==> src/rtl/keypad_entry.sv <==
// Keypad digit entry: collects up to four BCD digits from PS2 set-2 keypad
// scancodes. Backspace removes the newest digit, Esc clears the entry and
// Enter commits it to value_out.
module keypad_entry (
    input  logic        ck,
    input  logic        reset_n,
    input  logic [7:0]  key_code,
    output logic [15:0] digits_out,
    output logic [2:0]  digit_count,
    output logic [15:0] value_out,
    output logic        value_valid,
    output logic        key_event,
    output logic        error
);

    localparam int unsigned CODE_W  = 8;
    localparam int unsigned DIGIT_W = 4;

    localparam logic [CODE_W-1:0] CODE_BKSP  = 8'h66;
    localparam logic [CODE_W-1:0] CODE_ESC   = 8'h76;
    localparam logic [CODE_W-1:0] CODE_ENTER = 8'h5A;

    typedef enum logic [1:0] {
        EMPTY = 2'd0,
        ENTRY = 2'd1,
        FULL  = 2'd2
    } state_t;

    state_t              state;
    logic [CODE_W-1:0]   last_code;
    logic                event_c;
    logic                is_digit_c;
    logic [DIGIT_W-1:0]  digit_c;

    // A new event is a nonzero code that differs from the one seen on the previous edge.
    assign event_c = (key_code != '0) && (key_code != last_code);

    // Map keypad scancodes to their BCD digit.
    always_comb begin
        is_digit_c = 1'b1;
        digit_c    = '0;
        case (key_code)
            8'h70:   digit_c = 4'd0;
            8'h69:   digit_c = 4'd1;
            8'h72:   digit_c = 4'd2;
            8'h7A:   digit_c = 4'd3;
            8'h6B:   digit_c = 4'd4;
            8'h73:   digit_c = 4'd5;
            8'h74:   digit_c = 4'd6;
            8'h6C:   digit_c = 4'd7;
            8'h75:   digit_c = 4'd8;
            8'h7D:   digit_c = 4'd9;
            default: is_digit_c = 1'b0;
        endcase
    end

    // Entry FSM with registered data outputs and single-cycle pulses.
    always_ff @(posedge ck or negedge reset_n) begin
        if (!reset_n) begin
            state       <= EMPTY;
            last_code   <= '0;
            digits_out  <= '0;
            digit_count <= '0;
            value_out   <= '0;
            value_valid <= 1'b0;
            key_event   <= 1'b0;
            error       <= 1'b0;
        end else begin
            last_code   <= key_code;
            key_event   <= event_c;
            error       <= 1'b0;
            value_valid <= 1'b0;
            if (event_c) begin
                if (is_digit_c) begin
                    if (state == FULL) begin
                        error <= 1'b1;
                    end else begin
                        digits_out  <= {digits_out[11:0], digit_c};
                        digit_count <= digit_count + 3'd1;
                        state       <= (digit_count == 3'd3) ? FULL : ENTRY;
                    end
                end else if (key_code == CODE_BKSP) begin
                    // Backspace on an empty entry is silently ignored.
                    if (state != EMPTY) begin
                        digits_out  <= {4'h0, digits_out[15:4]};
                        digit_count <= digit_count - 3'd1;
                        state       <= (digit_count == 3'd1) ? EMPTY : ENTRY;
                    end
                end else if (key_code == CODE_ESC) begin
                    digits_out  <= '0;
                    digit_count <= '0;
                    state       <= EMPTY;
                end else if (key_code == CODE_ENTER) begin
                    if (state == EMPTY) begin
                        error <= 1'b1;
                    end else begin
                        value_out   <= digits_out;
                        value_valid <= 1'b1;
                        digits_out  <= '0;
                        digit_count <= '0;
                        state       <= EMPTY;
                    end
                end else begin
                    error <= 1'b1;
                end
            end
        end
    end

endmodule

==> config.mk <==
export PLATFORM = sky130hd
export DESIGN_NAME = keypad_entry
export DESIGN_NICKNAME = d
export VERILOG_FILES = /design/src/rtl/keypad_entry.sv
export SDC_FILE = /design/constraint.sdc
export NUM_CORES = 1
export LEC_CHECK = 0
export CAP_MARGIN = 20
export CORE_UTILIZATION = 50
export DETAILED_ROUTE_END_ITERATION = 10
export PLACE_DENSITY = 0.78
export REMOVE_ABC_BUFFERS = 1
export SLEW_MARGIN = 10
export SYNTH_ARGS = -nofsm -noshare
export SYNTH_HDL_FRONTEND = slang
export SYNTH_SLANG_ARGS = --single-unit
export TNS_END_PERCENT = 50
==> constraint.sdc <==
create_clock -name ck -period 2.25 [get_ports ck]
set_input_delay 0.45 -clock ck [delete_from_list [all_inputs] [get_ports ck]]
set_output_delay 0.45 -clock ck [all_outputs]
set_load 0.05 [all_outputs]
Word level (Yosys, flattened, before mapping). Cells that the tools add are included.

Register bits: 48. Logic and storage cells: 80. Output and inout port bits: 38. Input bits: 10.

Mux-type cells: 38. Eq/ne operators: 20. Add/sub/neg operators: 2. Bitwise operators: 4. Reductions and logical operators: 8.

Operators with widths (count): $mux 16 (7); $eq 8x7->1 const B (13); $pmux 4 s9 (1); $mux 3 (7); $mux 2 (8); $mux 1 (15); $reduce_or 10->1 (1); $ne 8x8->1 (1); $reduce_bool 8->1 (1); $reduce_and 6->1 (1); $reduce_and 5->1 (1); $ne 4x4->1 const B (1); $not 1->1 (4); $reduce_bool 4->1 (1); $add 3x1->3 const B (1); $eq 3x1->1 const B (1); $eq 3x2->1 const B (1); $ne 3x2->1 const B (1); $sub 3x1->3 const B (1); $eq 2x2->1 const B (1); $logic_not 2->1 (1); $ne 2x2->1 const B (1); $reduce_bool 2->1 (1); $logic_and 1x1->1 (1).

Longest topological paths before layout.
Word-level depth: 7. Gate-level depth with buffers: 9. Depth with buffers taken out: 6.

Least setup slack after synthesis. No wires, ideal clock.

Path kind: input to register. Start point: input key_code[1]. End point: register digits_out[0]. Cell stages on the path: 8. Path buffers: 2. Setup slack: 0.024 ns. Setup time: 0.125 ns. Arrival time: 2.101 ns. Required time: 2.125 ns. Cells stage by stage: buf_4 > nand3b_2 > or4_4 > o21a_1 > and2_1 > nand3b_4 > buf_6 > mux2_4.

Longest elaborated chain between the ends: 5. Elaborated cells between the ends (all ways): 28. Classes of those cells: eq/ne (17); mux (6); reduce/logical (5).

RTL lines: start, declared (RTL line 7) `input logic [7:0] key_code,`; $eq 8x7->1 (RTL line 42) `case (key_code)`; $reduce_or 10->1 (no line); $mux 1 (RTL line 42); $ne 4x4->1 (no line) (tied with other cells); $reduce_and 5->1 (no line); end signal, assigned (RTL line 78) `digits_out <= {digits_out[11:0], digit_c};`; end signal, assigned (RTL line 85) `digits_out <= {4'h0, digits_out[15:4]};`; end, declared (RTL line 8) `output logic [15:0] digits_out,`.

Several ways; a longest one is shown, not always the timed one. The select of a mux whose other input is x is not followed. A chain may end at the register's enable or synchronous reset.

Worst setup path after layout.
Start point: input key_code[2]. End point: register digits_out[10].

Same word-level chain as after synthesis.

==> run metrics <==
Worst R2R End=digits_out[10]; Final GP Congestion=0.864; worst r2r src=state[0]; cell count after synthesis=191; Die Area=5040 µm²; sw power=0.000565 W; CTS sink count=48; Final Util=73.4%; clk_lat worst skew=0.30 ns; synth warn=0; Synth top cells by count=48 x dfrtp_1, 17 x mux2_2, 12 x inv_1; met1 GRT Util=29.0%; starting DRC count in detailed routing=69; prevailing post-synth register cell=dfrtp_1; register area share after synthesis=50.5%; die width=71.0 µm; cell with the most instances after synthesis=dfrtp_1; core region area=4470 µm²; Setup CP Type=in2reg; clock buffer depth=2; DRT antenna net count=0; routed via count=1797; cell taking the most area after synthesis=dfrtp_1; crit-path max FO=11; Final Power=0.00188 W; CTS tree=built; H-tree levels=2; max_slew headroom=64.1%; Reg clk slew, reported paths=0.09 ns; worst-path cell chain=dlygate4sd2_1 > buf_6 > and4b_1 > a211o_1 > o21a_1 > a22oi_4 > nand3b_4 > buf_12 > mux2_4; detailed-router iteration count before antenna repair=9; crit end category=register; internal power=0.00131 W; Synth area leaders=dfrtp_1 50%, mux2_2 8.0%, mux2_4 6.3%; total global-route track usage=22.4%; ys async rst share=100%; Final setup viols=0; number of synthesized register bits=48; min Tclk post-route=2.19 ns; Post-Route WL=5210 µm; setup TNS=0 ns; nets@finish=291; antenna violations before repair=0; FF-to-FF setup slack=0.24 ns; number of library cell types mapped by synthesis=44; endpoints failing hold=0; Hold Buf Count CTS=0; layout cells sized above 1=32.1%; Hold Crit Class=in2async; fmax=0.458 GHz; Crit-path slowest cell=mux2_4; Overflow after GRT=0; failing checks=design-rule violations; Mapped Avg Cell Area=12.5 µm²; n_diodes=0; height of the die=71.0 µm; pins over their slew limit=0; delay-heaviest family, CP=compound AO/OA/AOI/OAI gates; first-pass GRT wire length=8640 µm; leak pwr=1.59 nW; Worst Tran Pin Value=0.538 ns; outcome=finished with violations; Yosys top cell area share=50.5%; Combinational Power Share=21.8%; DR WL/cell=15.8 µm; M2 GR Usage=37.0%; CTS root buffer=clkbuf_8; max cap viols=0; Critical Path AT=2.37 ns; RSZ-0062 raised after global routing=false; Worst EP required=2.44 ns; Period Utilization, post-route=97.1%; slowest cell delay on critical path=0.29 ns; FP Rows=24; Via density=5.46; Buf/Inv on CP=3; pwr dens=572 nW/µm²; I/O pins=48; Sw Share=30.1%; mapped cell area=2380 µm²; DRC viols=6; Layout Skew=0.00759 ns; critical path startpoint category=input pin; Initial Utilization=53.2%; Flop pwr share=50.1%; Max VDD drop=0.461 mV; Layout area overhead=38.0%; EDFF count, synth=0; largest net degree at the start of global routing=24; post-DP HPWL=3690 µm; FF-to-FF path depth=7; IO Port Bufs=47; grt peak-use layer=met2; met3 Use GR=4.13%; vias in the first global route=1782; CTS buffer count=5; Clk pwr share=28.1%
## sequential cells by signal (all words and copies together) (netlist names)
name	flops
value_valid	1
key_event	1
digits_out	16
state	2
error	1
digit_count	3
last_code	8
value_out	16
## layout by cell type (no fill, tap or decap), types with 4 or more instances in the layout
| cell type | synthesis | final |
|---|---|---|
| mux2_2 | 17 | 17 |
| ha_1 | 4 | 4 |
| clkdlybuf4s50_1 | 0 | 38 |
| o21ai_0 | 4 | 4 |
| dlygate4sd2_1 | 0 | 6 |
| mux2i_1 | 10 | 10 |
| inv_1 | 12 | 12 |
| a22o_1 | 9 | 9 |
| buf_4 | 3 | 39 |
| nor2_1 | 5 | 5 |
| clkbuf_8 | 0 | 6 |
| nand2_1 | 9 | 9 |
| a21oi_1 | 5 | 5 |
| dfrtp_1 | 48 | 48 |
| xnor2_1 | 9 | 9 |
| mux2_4 | 10 | 11 |
## worst max path at each step
| stage | from | end | slack [ns] | depth (start not counted) |
|---|---|---|---|---|
| 2_1_floorplan | key_code[7] | digits_out[5] | -0.13 | 6 |
| 5_1_grt | key_code[2] | digit_count[0] | 0.03 | 10 |
| 4_1_cts | key_code[4] | digits_out[5] | 0.006 | 10 |
| 3_3_place_gp | key_code[3] | digits_out[5] | -0.45 | 8 |
| 3_5_place_dp | key_code[1] | digits_out[5] | -0.48 | 8 |
| 6_report | key_code[2] | digits_out[10] | 0.06 | 9 |
## routing by layer
layer / vias up / wire (µm)
met1: 887 / 2270
li1: 848 / -
met2: 55 / 2630
met3: 7 / 221
met4: 0 / 84
met5: - / 0
## per-stage QoR
stage                     setup WS (ns)  hold slack [ns]  instances  instance area [µm²]
after floorplan                  -0.130            0.154        180                 2310
after global placement           -0.453            0.446        316                 3130
after detailed placement         -0.480            0.464        316                 3130
after CTS                       0.00574            0.130        329                 3290
after global routing             0.0297            0.158        329                 3280
final                            0.0644            0.124        329                 3280
## power groups by stage
| stage | clock [W] | combinational [W] | sequential, W |
|---|---|---|---|
| after global routing | 0.000570 | 0.000437 | 0.000946 |
| after detailed placement | 0 | 0.000407 | 0.000956 |
| after CTS | 0.000543 | 0.000414 | 0.000940 |
| after floorplan | 0 | 0.000116 | 0.00106 |
| after global placement | 0 | 0.000402 | 0.000955 |
| final | 0.000527 | 0.000410 | 0.000940 |
## final cells by class
cell class	instances	area [µm²]
well taps	52	65.1
inverters	12	45.0
repair buffers	90	795
flip-flops and latches	48	1200
multi-input cells	120	1080
clock buffers	6	82.6
fillers	304	1190
clock inverters	1	8.76
## cells by family after synthesis
group           synth area share [%]
fa+ha+maj                       2.10
flops                           50.5
mux                             19.0
buf+inv                         4.68
compound gates                  10.1
simple gates                    9.89
xor+xnor                        3.68
## repair_timing
action	CTS	global route
endpoints found under the setup margin	17	19
pin swaps	5	5
gates resized for setup	14	5
buffers inserted	6	1
(Power assumes the default switching activity.)
